### src/rtl/mcp3x0x_pkg.sv
// Shared types, frame constants and channel-selection helper for the
// MCP3x0x scanning SPI master.
package mcp3x0x_pkg;

  typedef enum logic [1:0] {
    IDLE  = 2'd0,
    SETUP = 2'd1,
    SHIFT = 2'd2,
    GAP   = 2'd3
  } state_t;

  localparam logic START_BIT  = 1'b1;
  localparam int   N_CMD_BITS = 5;   // start, SGL/DIFF, D2..D0
  localparam int   N_PRE_DATA = 7;   // command bits + sample period + null bit

  // Next set bit of mask strictly after cur, wrapping 7->0; cur itself is
  // checked last so a single-bit mask repeats the same channel.
  function automatic logic [2:0] next_channel(input logic [7:0] mask,
                                              input logic [2:0] cur);
    logic [2:0] idx;
    logic       found;
    next_channel = cur;
    found        = 1'b0;
    for (int i = 1; i <= 8; i++) begin
      idx = cur + 3'(i);
      if (!found && mask[idx]) begin
        next_channel = idx;
        found        = 1'b1;
      end else begin
        found = found;
      end
    end
  endfunction

endpackage

### src/rtl/mcp3x0x_scan_ctrl_if.sv
// Result stream from the scan controller: data + channel with valid/ready.
interface mcp3x0x_scan_ctrl_if #(
  parameter int RES_BITS = 10
);
  logic [RES_BITS-1:0] sample_data;
  logic [2:0]          sample_ch;
  logic                sample_valid;
  logic                sample_ready;

  modport master (
    output sample_data, sample_ch, sample_valid,
    input  sample_ready
  );

  modport slave (
    input  sample_data, sample_ch, sample_valid,
    output sample_ready
  );
endinterface

### src/rtl/mcp3x0x_scan_ctrl_sclk_gen.sv
// SCLK generator: CLK_DIV clk cycles per half period while run_i is high,
// held low and restarted from the start of a low phase when run_i drops.
module spi_sclk_gen #(
  parameter int CLK_DIV = 2
) (
  input  logic clk,
  input  logic rst_n,
  input  logic run_i,
  output logic sclk_o,
  output logic rise_stb_o,     // sclk goes high at the coming clk edge
  output logic fall_stb_o,     // sclk goes low at the coming clk edge
  output logic period_done_o   // last cycle of the high phase
);
  localparam int CW = (CLK_DIV > 1) ? $clog2(CLK_DIV) : 1;

  logic [CW-1:0] cnt_q, cnt_d;
  logic          sclk_q, sclk_d;
  logic          wrap_s;

  assign wrap_s        = (cnt_q == CW'(CLK_DIV - 1));
  assign rise_stb_o    = run_i & wrap_s & ~sclk_q;
  assign fall_stb_o    = run_i & wrap_s & sclk_q;
  assign period_done_o = fall_stb_o;
  assign sclk_o        = sclk_q;

  // Half-period counter and sclk toggle.
  always_comb begin
    cnt_d  = cnt_q;
    sclk_d = sclk_q;
    if (!run_i) begin
      cnt_d  = '0;
      sclk_d = 1'b0;
    end else if (wrap_s) begin
      cnt_d  = '0;
      sclk_d = ~sclk_q;
    end else begin
      cnt_d  = cnt_q + CW'(1);
      sclk_d = sclk_q;
    end
  end

  // Counter and sclk registers.
  always_ff @(posedge clk or negedge rst_n) begin
    if (!rst_n) begin
      cnt_q  <= '0;
      sclk_q <= 1'b0;
    end else begin
      cnt_q  <= cnt_d;
      sclk_q <= sclk_d;
    end
  end
endmodule

### src/rtl/mcp3x0x_scan_ctrl.sv
// Round-robin scanning SPI master for MCP3004/3008/3204/3208 ADCs.
// One frame per masked channel; results leave on a valid/ready stream
// with sticky overrun detection.
module mcp3x0x_scan_ctrl
  import mcp3x0x_pkg::*;
#(
  parameter int CLK_DIV  = 2,
  parameter int RES_BITS = 10,
  parameter int SGL      = 1,
  parameter int CS_IDLE  = 4
) (
  input  logic                clk,
  input  logic                rst_n,
  input  logic                enable_i,
  input  logic [7:0]          ch_mask_i,
  output logic                sclk_o,
  output logic                cs_n_o,
  output logic                mosi_o,
  input  logic                miso_i,
  output logic                overrun_o,
  input  logic                clr_overrun_i,
  mcp3x0x_scan_ctrl_if.master smp
);
  localparam int   FRAME   = N_PRE_DATA + RES_BITS;
  localparam int   GAP_CYC = CS_IDLE * 2 * CLK_DIV;
  localparam int   TW      = $clog2(GAP_CYC + 1);
  localparam logic SGL_BIT = (SGL != 0) ? 1'b1 : 1'b0;

  // Command bit driven during SCLK period k.
  function automatic logic cmd_bit(input logic [4:0] k, input logic [2:0] ch);
    logic b;
    if (k >= 5'(N_CMD_BITS)) begin
      b = 1'b0;
    end else begin
      case (k[2:0])
        3'd0:    b = START_BIT;
        3'd1:    b = SGL_BIT;
        3'd2:    b = ch[2];
        3'd3:    b = ch[1];
        3'd4:    b = ch[0];
        default: b = 1'b0;
      endcase
    end
    return b;
  endfunction

  state_t              state_q, state_d;
  logic [TW-1:0]       tmr_q, tmr_d;
  logic [4:0]          k_q, k_d;
  logic [2:0]          ch_q, ch_d;
  logic                cs_n_q, cs_n_d;
  logic                mosi_q, mosi_d;
  logic [RES_BITS-1:0] shift_q, shift_d;
  logic                load_q, load_d;
  logic [RES_BITS-1:0] data_q, data_d;
  logic [2:0]          sch_q, sch_d;
  logic                valid_q, valid_d;
  logic                ovr_q, ovr_d;
  logic                run_s, sclk_s, rise_s, fall_s, pdone_s;

  assign run_s = (state_q == SHIFT);

  spi_sclk_gen #(.CLK_DIV(CLK_DIV)) u_sclk (
    .clk          (clk),
    .rst_n        (rst_n),
    .run_i        (run_s),
    .sclk_o       (sclk_s),
    .rise_stb_o   (rise_s),
    .fall_stb_o   (fall_s),
    .period_done_o(pdone_s)
  );

  assign sclk_o           = sclk_s;
  assign cs_n_o           = cs_n_q;
  assign mosi_o           = mosi_q;
  assign overrun_o        = ovr_q;
  assign smp.sample_data  = data_q;
  assign smp.sample_ch    = sch_q;
  assign smp.sample_valid = valid_q;

  // Frame sequencing, shifting and result handshake.
  always_comb begin
    state_d = state_q;
    tmr_d   = tmr_q;
    k_d     = k_q;
    ch_d    = ch_q;
    cs_n_d  = cs_n_q;
    mosi_d  = mosi_q;
    shift_d = shift_q;
    load_d  = 1'b0;
    data_d  = data_q;
    sch_d   = sch_q;
    valid_d = valid_q;
    ovr_d   = ovr_q;

    case (state_q)
      IDLE: begin
        if (enable_i && (ch_mask_i != 8'h00)) begin
          state_d = SETUP;
          ch_d    = next_channel(ch_mask_i, ch_q);
          cs_n_d  = 1'b0;
          tmr_d   = '0;
        end else begin
          state_d = IDLE;
        end
      end
      SETUP: begin
        if (tmr_q == TW'(CLK_DIV - 1)) begin
          state_d = SHIFT;
          k_d     = 5'd0;
          mosi_d  = cmd_bit(5'd0, ch_q);
        end else begin
          tmr_d = tmr_q + TW'(1);
        end
      end
      SHIFT: begin
        // Sample and null-bit periods carry no data.
        if (rise_s && (k_q >= 5'(N_PRE_DATA))) begin
          shift_d = {shift_q[RES_BITS-2:0], miso_i};
        end else begin
          shift_d = shift_q;
        end
        if (fall_s) begin
          mosi_d = (k_q == 5'(FRAME - 1)) ? 1'b0 : cmd_bit(k_q + 5'd1, ch_q);
        end else begin
          mosi_d = mosi_q;
        end
        if (pdone_s) begin
          if (k_q == 5'(FRAME - 1)) begin
            state_d = GAP;
            cs_n_d  = 1'b1;
            load_d  = 1'b1;
            tmr_d   = '0;
          end else begin
            k_d = k_q + 5'd1;
          end
        end else begin
          k_d = k_q;
        end
      end
      GAP: begin
        if (tmr_q == TW'(GAP_CYC - 1)) begin
          if (enable_i && (ch_mask_i != 8'h00)) begin
            state_d = SETUP;
            ch_d    = next_channel(ch_mask_i, ch_q);
            cs_n_d  = 1'b0;
            tmr_d   = '0;
          end else begin
            state_d = IDLE;
          end
        end else begin
          tmr_d = tmr_q + TW'(1);
        end
      end
      default: begin
        state_d = IDLE;
        cs_n_d  = 1'b1;
      end
    endcase

    // A fresh result overwrites an unaccepted one and flags it.
    if (load_q) begin
      data_d  = shift_q;
      sch_d   = ch_q;
      valid_d = 1'b1;
    end else if (valid_q && smp.sample_ready) begin
      valid_d = 1'b0;
    end else begin
      valid_d = valid_q;
    end

    if (clr_overrun_i) begin
      ovr_d = 1'b0;
    end else if (load_q && valid_q && !smp.sample_ready) begin
      ovr_d = 1'b1;
    end else begin
      ovr_d = ovr_q;
    end
  end

  // State and output registers; the pointer resets to 7 so the first scan
  // starts at the lowest masked channel.
  always_ff @(posedge clk or negedge rst_n) begin
    if (!rst_n) begin
      state_q <= IDLE;
      tmr_q   <= '0;
      k_q     <= 5'd0;
      ch_q    <= 3'd7;
      cs_n_q  <= 1'b1;
      mosi_q  <= 1'b0;
      shift_q <= '0;
      load_q  <= 1'b0;
      data_q  <= '0;
      sch_q   <= 3'd0;
      valid_q <= 1'b0;
      ovr_q   <= 1'b0;
    end else begin
      state_q <= state_d;
      tmr_q   <= tmr_d;
      k_q     <= k_d;
      ch_q    <= ch_d;
      cs_n_q  <= cs_n_d;
      mosi_q  <= mosi_d;
      shift_q <= shift_d;
      load_q  <= load_d;
      data_q  <= data_d;
      sch_q   <= sch_d;
      valid_q <= valid_d;
      ovr_q   <= ovr_d;
    end
  end
endmodule

### src/flat_wrapper.sv
// flat-port wrapper written by rule: the top's interface ports become plain ports
module mcp3x0x_scan_ctrl_flat import mcp3x0x_pkg::*;
#(
  parameter int CLK_DIV  = 2,
  parameter int RES_BITS = 10,
  parameter int SGL      = 1,
  parameter int CS_IDLE  = 4
)
  (clk, rst_n, enable_i, ch_mask_i, sclk_o, cs_n_o, mosi_o, miso_i, overrun_o, clr_overrun_i, smp_sample_data, smp_sample_ch, smp_sample_valid, smp_sample_ready);
  mcp3x0x_scan_ctrl_if #(.RES_BITS(RES_BITS)) smp_i ();
  input  logic clk;
  input  logic rst_n;
  input  logic enable_i;
  input  logic [7:0] ch_mask_i;
  output logic sclk_o;
  output logic cs_n_o;
  output logic mosi_o;
  input  logic miso_i;
  output logic overrun_o;
  input  logic clr_overrun_i;
  output wire logic [$bits(smp_i.sample_data)-1:0] smp_sample_data;
  output wire logic [$bits(smp_i.sample_ch)-1:0] smp_sample_ch;
  output wire logic [$bits(smp_i.sample_valid)-1:0] smp_sample_valid;
  input wire logic [$bits(smp_i.sample_ready)-1:0] smp_sample_ready;
  assign smp_sample_data = smp_i.sample_data;
  assign smp_sample_ch = smp_i.sample_ch;
  assign smp_sample_valid = smp_i.sample_valid;
  assign smp_i.sample_ready = smp_sample_ready;
  mcp3x0x_scan_ctrl #(.CLK_DIV(CLK_DIV), .RES_BITS(RES_BITS), .SGL(SGL), .CS_IDLE(CS_IDLE)) u_core (.clk(clk), .rst_n(rst_n), .enable_i(enable_i), .ch_mask_i(ch_mask_i), .sclk_o(sclk_o), .cs_n_o(cs_n_o), .mosi_o(mosi_o), .miso_i(miso_i), .overrun_o(overrun_o), .clr_overrun_i(clr_overrun_i), .smp(smp_i));
endmodule
### config.mk
export PLATFORM = sky130hd
export DESIGN_NAME = mcp3x0x_scan_ctrl_flat
export DESIGN_NICKNAME = d
export VERILOG_FILES = /design/src/rtl/mcp3x0x_pkg.sv /design/src/rtl/mcp3x0x_scan_ctrl_if.sv /design/src/rtl/mcp3x0x_scan_ctrl_sclk_gen.sv /design/src/rtl/mcp3x0x_scan_ctrl.sv /design/src/flat_wrapper.sv
export SDC_FILE = /design/constraint.sdc
export NUM_CORES = 1
export LEC_CHECK = 0
export BUFFER_PORTS_ARGS = -buffer_cell sky130_fd_sc_hd__buf_2
export CAP_MARGIN = 20
export CORE_ASPECT_RATIO = 0.5
export CORE_MARGIN = 2
export CORE_UTILIZATION = 40
export DETAILED_ROUTE_END_ITERATION = 12
export PLACE_DENSITY = 0.58
export SLEW_MARGIN = 5
export SYNTH_ARGS = -nofsm -noshare
export SYNTH_HDL_FRONTEND = slang
export SYNTH_SLANG_ARGS = --single-unit
### constraint.sdc
create_clock -name clk -period 3.35 [get_ports clk]
set_input_delay 0.335 -clock clk [delete_from_list [all_inputs] [get_ports clk]]
set_output_delay 0.335 -clock clk [all_outputs]
set_load 0.01 [all_outputs]
Word-level counts from Yosys, hierarchy flattened
Index checks and enable logic that the tools add are counted.
- equality and inequality tests: 21
- bitwise gates (word level): 4
- reductions and logical operators: 50
- divide/modulo/power cells: 0
- multiplexer cells: 120
- $lt $le $gt $ge: 10
- $mul: 0
- shifts and indexed selects: 0
- $add $sub $neg: 10
- operator list (cell ; number):
    $mux W1 ; 75
    $mux W3 ; 18
    $mux W5 ; 8
    $lt A3 B4 Y1 const B ; 8
    $bmux W1 S3 ; 8
    $pmux W5 S4 ; 1
    $logic_and A1 B1 Y1 ; 19
    $logic_not A1 Y1 ; 15
    $ne A2 B1 Y1 const B ; 7
    $add A3 B3 Y3 const B ; 4
    $reduce_and A4 Y1 ; 3
    $add A5 B1 Y5 const B ; 2
    $ge A5 B3 Y1 const B ; 2
    $pmux W5 S2 ; 1
    $mux W2 ; 4
    $ne A2 B2 Y1 const B ; 4
    $pmux W2 S4 ; 1
    $reduce_bool A2 Y1 ; 4
    $reduce_bool A8 Y1 ; 1
    $add A3 B2 Y3 const B ; 2
    $eq A3 B2 Y1 const B ; 2
    $pmux W3 S2 ; 1
    $reduce_and A3 Y1 ; 2
    $reduce_and A6 Y1 ; 1
    19 further kinds ; 22
- output and inout port bits: 18
- bits in read-only memories: 0
- input port bits: 14
- latch bits: 0
- word-level logic and storage cells: 229
- memory bits (writable): 0
- bits in registers: 45
- memories kept: 0

Longest topological paths before layout
Gate-level depths: netlist of the first run.
- depth in word-level cells: 49
- mapped depth: 12
- depth with buffers taken out: 10

Cells and area by module
From an unflattened synthesis of the first run, not the netlist that was laid out.
- cells, all modules: 289
- area total of the unflattened synthesis: 3133.0 um^2
- by module, submodules not included (module ; cells each ; times used ; area each (um^2) ; seq. area each (um^2)):
    mcp3x0x_scan_ctrl ; 280 ; 1 ; 3036.7 ; 1081.0
    spi_sclk_gen ; 9 ; 1 ; 96.3 ; 50.0

Worst setup path before layout of the first run
No wires, ideal clock.
- path type: register -> register
- start point: register u_core.ch_q[1]
- end point: register u_core.ch_q[1]
- period minus slack after synthesis: 3.433 ns
- required time: 3.278 ns
- path slack: -0.083 ns
- cell stages (with the launch flop): 13
- arrival: 3.361 ns
- buffers on the path: 3
- library setup time: 0.072 ns
- cell sequence: dfstp_2 > buf_2 > buf_2 > inv_1 > ha_1 > buf_2 > mux2_2 > mux4_2 > a21oi_2 > or3b_2 > nand4_1 > a32oi_1 > o21ai_1
- cells in the longest elaborated chain, start to end: 47
- elaborated cells on any way between the ends: 120
- those cells by class: add/sub: 7; eq/ne: 2; mux: 82; reduce/logical: 29
- ends and longest elaborated chain (element ; RTL line ; source):
    start, declared ; mcp3x0x_scan_ctrl.sv:50 ; logic [2:0] ch_q, ch_d;
    start signal, assigned ; mcp3x0x_scan_ctrl.sv:201 ; ch_q <= ch_d;
    $add A3 B1 Y3 ; mcp3x0x_pkg.sv:25 ; idx = cur + 3'(i);
    $bmux W1 S3 ; mcp3x0x_pkg.sv:26 ; if (!found && mask[idx]) begin
    $mux W1 (implied by the code) ; mcp3x0x_pkg.sv:26 ;
    $mux W1 ; mcp3x0x_pkg.sv:26 ;
    $mux W1 ; mcp3x0x_scan_ctrl.sv:98, mcp3x0x_scan_ctrl.sv:143 ;
    $mux W1 ; mcp3x0x_scan_ctrl.sv:142 ; if (tmr_q == TW'(GAP_CYC - 1)) begin
    $mux W1 ; mcp3x0x_scan_ctrl.sv:96 ; case (state_q)
    $logic_not A1 Y1 ; mcp3x0x_pkg.sv:26 ;
    [... 31 more ...] ; - ;
    $mux W1 ; mcp3x0x_pkg.sv:26 ;
    $mux W1 ; mcp3x0x_scan_ctrl.sv:143 ; if (enable_i && (ch_mask_i != 8'h00)) begin
    $mux W1 ; mcp3x0x_scan_ctrl.sv:142 ;
    $mux W1 ; mcp3x0x_scan_ctrl.sv:96 ;
    $logic_not A1 Y1 ; mcp3x0x_pkg.sv:26 ;
    $logic_and A1 B1 Y1 ; mcp3x0x_pkg.sv:26 ;
    $ne A2 B2 Y1 (no line) ; - ;
    $reduce_and A6 Y1 (no line) ; - ;
Several ways; a longest one is shown, not always the timed one. The select of a mux whose other input is x is not followed.
A chain may end at the register's enable or synchronous reset.

Worst setup path after layout of the first run
- start point: register u_core.ch_q[1]
- end point: register u_core.ch_q[2]
The elaborated chain is that of the path after synthesis.

==> results of run 1 <==
layout by cell type (no fill, tap or decap), types with 7 or more instances in the layout:
master,count
a21oi_1,14
buf_2,31
buf_4,7
nand2_1,26
mux2_2,32
mux4_2,12
inv_1,16
ha_1,13
dfrtp_1,41
nor2_1,18
o21ai_0,19
what timing repair did:
item                                    in CTS  in global routing
hold buffers                                 0                  1
hold endpoints to repair                     0                  6
endpoints found under the setup margin       0                  3
gates resized for setup                      0                  2
area by class of cell:
cell class / instances / area [sq um]
clock buffers: 6 / 129
inverters: 17 / 63.8
fillers: 667 / 3830
repair buffers: 40 / 238
flip-flops and latches: 45 / 1130
clock inverters: 2 / 10.0
multi-input cells: 216 / 1780
well taps: 96 / 120
per-stage QoR:
step / instance area [sq um] / hold slack (ns) / setup slack [ns] / cells / total power, mW
finish: 3470 / 0.200 / 0.136 / 422 / 2.96
global placement: 3290 / 0.474 / 0.178 / 412 / 2.45
floorplan: 3010 / 0.0394 / 0.00334 / 288 / 2.09
CTS: 3430 / 0.194 / 0.0836 / 420 / 2.96
global route: 3470 / 0.196 / 0.00546 / 422 / 3.20
detailed placement: 3290 / 0.489 / 0.108 / 412 / 2.48
state kept, by name (all words and copies together), names as in the netlist, 2 cells and up:
| signal | count |
|---|---|
| u_core.tmr_q | 5 |
| u_core.smp.sample_ch | 3 |
| u_core.state_q | 2 |
| u_core.shift_q | 10 |
| u_core.k_q | 5 |
| u_core.ch_q | 3 |
| u_core.smp.sample_data | 10 |
how the worst max path moves through the flow:
stage | start | to | slack [ns] | cells after the start
after floorplan | u_core.ch_q[1] | u_core.ch_q[2] | 0.003 | 11
after global placement | u_core.ch_q[1] | u_core.ch_q[2] | 0.18 | 9
after detailed placement | u_core.ch_q[1] | u_core.ch_q[2] | 0.11 | 9
after CTS | u_core.ch_q[1] | u_core.ch_q[2] | 0.08 | 9
after global routing | u_core.ch_q[1] | u_core.ch_q[2] | 0.005 | 9
final | u_core.ch_q[1] | u_core.ch_q[2] | 0.14 | 9
kinds of logic after synthesis:
logic type / Yosys count / synth area share
buf+inv: 27 / 0.0358
simple gates: 81 / 0.140
flops: 45 / 0.376
compound gates: 61 / 0.131
mux: 50 / 0.230
fa+ha+maj: 14 / 0.0583
xor+xnor: 10 / 0.0291
per-layer routing:
layer,up-vias,global-route usage
met2,49,0.283
met5,-,0
met4,0,0.0632
met3,10,0.0269
li1,1125,-
met1,1137,0.223
power by group through the flow:
| stage | clock network [mW] | registers (mW) | logic, mW |
|---|---|---|---|
| 2_1_floorplan | 0 | 0.707 | 1.38 |
| 5_1_grt | 0.505 | 0.756 | 1.94 |
| 3_5_place_dp | 0 | 0.748 | 1.73 |
| 4_1_cts | 0.483 | 0.738 | 1.74 |
| 6_report | 0.470 | 0.738 | 1.75 |
| 3_3_place_gp | 0 | 0.742 | 1.70 |
critical path, stage by stage, from the launching register on:
cell       delay, ns
dfstp_2         0.52
inv_1           0.05
ha_2            0.41
mux4_2          0.52
mux2_2          0.30
a2bb2oi_2       0.21
or4b_4          0.60
nor3_2          0.21
a211oi_1        0.08
o31ai_2         0.22
==> summary.txt, run 1 <==
Drt
  – # DRC: 0
  – Met1 wire length: 3.07 mm
  – DR top layer: met4
  – Met3 WL: 286 um
  – DR iter-0 viols: 156
  – DR WL met2: 3.13 mm
  – Via density: 5.50
  – Detail Route Antenna Nets: 0
  – Vias post-DR: 2321
  – First-pass DRT Iterations: 4
  – DR WL/cell: 15.7 um
  – DRT Wirelength: 6.61 mm

Timing
  – Final slew viol count: 0
  – Min Clock Period, post-route: 3.21 ns
  – Unrepaired setup endpoints after global routing: no
  – Slew margin rel.: 0.526
  – Worst Tran Pin Value: 0.703 ns
  – Clock skew: 0.00475 ns
  – Setup-failing EPs final: 0
  – Final Hold Violating Endpoints: 0
  – Sum Neg Setup Slack: 0 ns
  – Highest clock rate: 311 MHz
  – Tcrit/Tclk final: 0.960

Global route
  – Largest net degree at the start of global routing: 46
  – Initial antenna violation count: 0
  – Gr usage total: 0.169
  – Total grt overflow: 0
  – Global-route wire length before repair: 11.2 mm
  – Number of global-route vias before repair: 2273

Power
  – Net Sw Power: 1.25 mW
  – Lkg Pwr: 1.61 nW
  – Pwr Density: 853 nW/um^2
  – Sequential share of power: 0.249
  – Switching power share of the total: 0.423
  – Peak supply drop: 0.000266 V
  – P_int: 1.71 mW
  – Logic pwr share: 0.592
  – Clk network pwr share: 0.159

Critical path
  – R2r worst-path depth: 9
  – Critical Path AT: 3.42 ns
  – Worst Path Max Fanout: 8
  – CP required: 3.55 ns
  – FF-to-FF Start: u_core.ch_q[1]
  – Reg2reg end: u_core.ch_q[2]
  – CP Launch Type: register
  – Crit end category: register
  – Reg2reg setup slack: 0.14 ns
  – Crit path kind: reg -> reg

Min path
  – Hold path depth: 2
  – Hold path startpoint: clr_overrun_i
  – Worst Hold Class: in -> reg
  – Endpoint, Worst Hold: u_core.overrun_o

Logic synthesis
  – Asr flop ratio synth: 1.00
  – Count leader, synth: dfrtp_1
  – Synth cell types: 53
  – Instance count of the mapped netlist: 288
  – Register area share after synthesis: 0.376
  – Top_reg_cell synth: dfrtp_1
  – Ys Warns: 0
  – Ranking of synthesized cells by area: dfrtp_1 (34%), mux2_2 (12%), mux4_2 (9.0%), ha_1 (5.8%), dfstp_2 (3.5%)
  – Post-synth EDFFs: 0
  – Top cells by instance count after synthesis: dfrtp_1 (41), mux2_2 (32), nand2_1 (26), o21ai_0 (19), nor2_1 (18)
  – Netlist Area Pre-Place: 3010 sq um
  – Syn avg cell area: 10.4 sq um
  – Top cell type's share of synthesized area: 0.341
  – Seq cells post-synth: 45
  – Post-synth top area cell: dfrtp_1
  – Post-Syn Nets: 316

Floorplan
  – Row cnt: 22
  – DIE WIDTH: 127 um
  – Die ar.: 8260 sq um
  – Die Ht: 65.3 um
  – Boundary Pins: 32
  – Starting density of the core: 0.412
  – Core box area: 7290 sq um

Run
  – Number of max-cap violations: 0

Cells and area
  – Core Util, Final: 0.475
  – Area grow syn2layout: 15.4%
  – # diodes: 0
  – Final #Nets: 353
  – Layout cells sized above 1: 0.322

Clocking
  – CTS Buf Count: 5
  – # H-tree levels: 2
  – Later-pin clock latency in the skew report: 0.28 ns
  – Root Buffer: clkbuf_16
  – Setup repair bufs after CTS: 0
  – Max clock buf depth: 2
  – CTS sink cnt: 45
  – CTS tree: done
  – Clk pin slew, worst setup/hold paths: 0.06 ns

Placement
  – Dpl hpwl: 4.81 mm
  – RD Place Congestion: 0.895
  – IO buf count: 31

Run status
  – Status: complete, no violations
No activity file was read; power rests on OpenSTA's default activity.
==> run 2, diff against run 1 <==
REMOVE_ABC_BUFFERS = 1   (was not set)
==> run 2 against run 1 <==
Combinational power barely moved. Fmax fell by 1.2%. Clock-buffer cell count fell by 1. Worst hold slack got worse by 0.19 ns.
==> summary.txt, run 2 (synthesis results as in run 1) <==
Floorplan
  – Core box area: 7290 sq um
  – Die Ht: 65.3 um
  – DIE WIDTH: 127 um
  – Row cnt: 22
  – Boundary Pins: 32
  – Die ar.: 8260 sq um
  – Starting density of the core: 0.412

Clocking
  – Max clock buf depth: 2
  – Clk pin slew, worst setup/hold paths: 0.06 ns
  – Setup repair bufs after CTS: 0
  – # H-tree levels: 2
  – Root Buffer: clkbuf_16
  – Post-CTS Hold Buffers: 0
  – CTS tree: done
  – Later-pin clock latency in the skew report: 0.28 ns
  – CTS sink cnt: 45
  – Cts repair resizes: 0
  – CTS Buf Count: 5

Critical path
  – Critical Path AT: 3.45 ns
  – CP Launch Type: register
  – R2r worst-path depth: 9
  – Crit end category: register
  – Crit path kind: reg -> reg
  – Worst Path Max Fanout: 8
  – CP required: 3.55 ns

Global route
  – Initial antenna violation count: 0
  – Gr usage total: 0.156
  – Number of global-route vias before repair: 2225
  – Largest net degree at the start of global routing: 46
  – Total grt overflow: 0
  – Global-route wire length before repair: 10.5 mm

Timing
  – Final hold slack: 0.00486 ns
  – Unrepaired setup endpoints after global routing: no
  – Min Clock Period, post-route: 3.25 ns
  – Highest clock rate: 308 MHz
  – Worst Tran Pin Value: 0.736 ns
  – Slew margin rel.: 0.504
  – Clock skew: 0.00597 ns
  – Tcrit/Tclk final: 0.971
  – Final slew viol count: 0
  – Setup-failing EPs final: 0
  – Final Hold Violating Endpoints: 0
  – Final WS setup: 0.0982 ns
  – Sum Neg Setup Slack: 0 ns

Power
  – Peak supply drop: 0.000383 V
  – Pwr Density: 883 nW/um^2
  – Lkg Pwr: 1.62 nW
  – Total power: 3.08 mW

Cells and area
  – Area grow syn2layout: 16.2%
  – Final #Nets: 350
  – Final Cell Area: 3490 sq um
  – Most frequent cells in the layout: dfrtp_1 (41), mux2_2 (32), buf_2 (31)
  – Layout Cells excl Fill: 419
  – # diodes: 0
  – Layout cells sized above 1: 0.322
  – Commonest non-fill, non-tap cell in the layout: dfrtp_1
  – Core Util, Final: 0.479

Run status
  – Status: complete, no violations

Placement
  – Dpl cells: 410
  – IO buf count: 31
  – Post-Place Worst Slack: 0.118 ns
  – Post-Place Cell Area: 3270 sq um
  – RD Place Congestion: 0.923
  – Dpl hpwl: 4.47 mm

Drt
  – DRT Wirelength: 6.12 mm
  – Via density: 5.49
  – DR iter-0 viols: 110
  – DR WL/cell: 14.6 um
  – Detail Route Antenna Nets: 0
  – # DRC: 0
  – Vias post-DR: 2301
  – First-pass DRT Iterations: 4

Run
  – Number of max-cap violations: 0

Min path
  – Worst Hold Class: in -> async
[run 2: final cells by class]
type	instances	area, sq um
fill	674	3800
multi-input combinational	216	1770
sequential	45	1130
timing repair buffer	37	213
clock buffer	5	125
tap	96	120
clock inverter	3	68.8
inverter	17	63.8
[run 2: worst paths after layout]
kind	startpoint	to	slack, ns
min in group clk	clr_overrun_i	u_core.overrun_o	0.20
max in group asynchronous	rst_n	u_core.ch_q[0]	2.77
hold reg to reg	u_core.overrun_o	u_core.overrun_o	0.50
setup / recovery	u_core.ch_q[0]	u_core.ch_q[2]	0.1
hold / removal	rst_n	u_core.k_q[2]	0.005
setup reg to reg	u_core.ch_q[0]	u_core.ch_q[2]	0.1
[run 2: worst max-delay path, cell delays in order (launching register included)]
cell and delay (ns):
dfstp_2 0.53, inv_2 0.09, ha_2 0.40, mux4_2 0.51
mux2_2 0.30, a2bb2oi_2 0.21, or4b_4 0.58, nor3_2 0.23
a211oi_1 0.10, o31ai_2 0.23
[run 2: report_power, final]
group / total (mW) / switching (mW) / internal, mW
Clock: 0.628 / 0.199 / 0.430
Sequential: 0.736 / 0.102 / 0.633
Combinational: 1.72 / 0.935 / 0.784
[run 2: routing by layer]
layer  global-route usage  part of all wire
met1                0.207              0.49
met2                0.273              0.47
met3               0.0236             0.029
met4               0.0330            0.0057
met5                    0                 0
==> run 3, diff against run 2 <==
CORE_MARGIN = 3   (was 2)
==> run 3 against run 2 <==
Wire length increased by 5.1%. Sequential share of layout area increased by 0.29 points. Sequential cell count unchanged. Clock skew about the same. Combinational power increased by 2%. Die area increased by 4.7%. First-iteration DRC count decreased by 20%. Core utilization increased by 1.6 points. Critical endpoint unchanged.
==> summary.txt, run 3 (synthesis results as in run 1) <==
Timing
  – Worst Tran Pin Value: 0.682 ns
  – Clock skew: 0.00618 ns
  – Sum Neg Setup Slack: 0 ns
  – Final slew viol count: 0
  – Final WS setup: 0.170 ns
  – Setup-failing EPs final: 0
  – Slew margin rel.: 0.540
  – Final Hold Violating Endpoints: 0
  – Min Clock Period, post-route: 3.18 ns
  – Highest clock rate: 314 MHz
  – Tcrit/Tclk final: 0.949
  – Final hold slack: 0.200 ns

Floorplan
  – Die Ht: 67.3 um
  – Row cnt: 21
  – Die ar.: 8650 sq um
  – DIE WIDTH: 129 um
  – Starting density of the core: 0.430
  – Boundary Pins: 32
  – Core box area: 6990 sq um

Placement
  – Post-Place Cell Area: 3270 sq um
  – Post-Place Worst Slack: 0.143 ns
  – Dpl cells: 406
  – IO buf count: 31
  – RD Place Congestion: 0.906
  – Dpl hpwl: 4.69 mm

Critical path
  – Cells along the critical path: inv_2, ha_2, mux4_2, mux2_2, a2bb2oi_2, or4b_4, nor3_2, a211oi_1, o31ai_2
  – CP Launch Type: register
  – Top delay family on crit path: multiplexers
  – CP required: 3.55 ns
  – Max stage delay on crit path: 0.58 ns
  – Critical Path AT: 3.38 ns
  – Crit end category: register
  – Slowest CP cell: or4b_4
  – Critical path buffers and inverters: 1
  – Worst Path Max Fanout: 8
  – Crit path kind: reg -> reg

Drt
  – Detail Route Antenna Nets: 0
  – First-pass DRT Iterations: 4
  – DRT Wirelength: 6.43 mm
  – DR WL/cell: 15.5 um
  – Via density: 5.56
  – # DRC: 0
  – DR iter-0 viols: 88
  – Vias post-DR: 2315

Clocking
  – CTS sink cnt: 45
  – CTS Buf Count: 5
  – Setup repair bufs after CTS: 0
  – CTS tree: done
  – Clk pin slew, worst setup/hold paths: 0.06 ns
  – Max clock buf depth: 2
  – Later-pin clock latency in the skew report: 0.28 ns
  – # H-tree levels: 2
  – Root Buffer: clkbuf_16

Cells and area
  – Final #Nets: 351
  – # diodes: 0
  – Area grow syn2layout: 15.1%
  – Layout cells sized above 1: 0.321
  – Layout Cells excl Fill: 416
  – Final Cell Area: 3460 sq um
  – Core Util, Final: 0.495
  – Commonest non-fill, non-tap cell in the layout: dfrtp_1
  – Most frequent cells in the layout: dfrtp_1 (41), mux2_2 (32), buf_2 (31)

Global route
  – Largest net degree at the start of global routing: 46
  – Global-route wire length before repair: 10.8 mm
  – Number of global-route vias before repair: 2247
  – Gr usage total: 0.157
  – Total grt overflow: 0
  – Initial antenna violation count: 0

Power
  – Lkg Pwr: 1.60 nW
  – Pwr Density: 864 nW/um^2
  – Total power: 2.99 mW
  – Peak supply drop: 0.000392 V

Run
  – Number of max-cap violations: 0

Min path
  – Worst Hold Class: in -> reg

Run status
  – Status: complete, no violations
[run 3: cell types whose count changed in the layout (fill, tap and decap cells not counted)]
cell,change
dlygate4sd3_1,+1
a21oi_4,+1
bufinv_16,-2
clkinvlp_4,+1
clkinv_4,+1
a21oi_2,-1
[run 3: path summary, 6_finish.rpt]
path                                         end  slack (ns)             start  cells past startpoint
worst max-delay path              u_core.ch_q[2]        0.17    u_core.ch_q[0]                      9
worst min-delay path            u_core.overrun_o        0.20     clr_overrun_i                      2
worst max register to register    u_core.ch_q[2]        0.17    u_core.ch_q[0]                      9
worst min register to register  u_core.overrun_o        0.49  u_core.overrun_o                      2
max in group asynchronous          u_core.cs_n_o        2.40             rst_n                      3
min in group asynchronous          u_core.mosi_o        0.44             rst_n                      2
[run 3: report_power, final]
part / internal (mW) / total [mW] / switching (mW)
Clock: 0.280 / 0.488 / 0.208
Combinational: 0.792 / 1.76 / 0.971
Sequential: 0.633 / 0.738 / 0.105
[run 3: cell type report]
| cell class | instances | area (sq um) |
|---|---|---|
| Tap cell | 92 | 115 |
| Inverter | 17 | 63.8 |
| Timing Repair Buffer | 38 | 223 |
| Clock inverter | 3 | 25.0 |
| Clock buffer | 5 | 125 |
| Fill cell | 634 | 3530 |
| Sequential cell | 45 | 1130 |
| Multi-Input combinational cell | 216 | 1780 |
[run 3: timing repair]
action | 4_1_cts | 5_1_grt
endpoints found under the hold margin | 0 | 4
setup endpoints to repair | 0 | 2
gates resized for setup | 0 | 2
hold buffers | 0 | 1
[run 3: layer usage]
layer / up-vias / wire length, um / global-route usage
met5: - / 0 / 0
met4: 0 / 108 / 0.0484
met3: 8 / 210 / 0.0316
met2: 48 / 3090 / 0.267
met1: 1136 / 3030 / 0.204
li1: 1123 / - / -
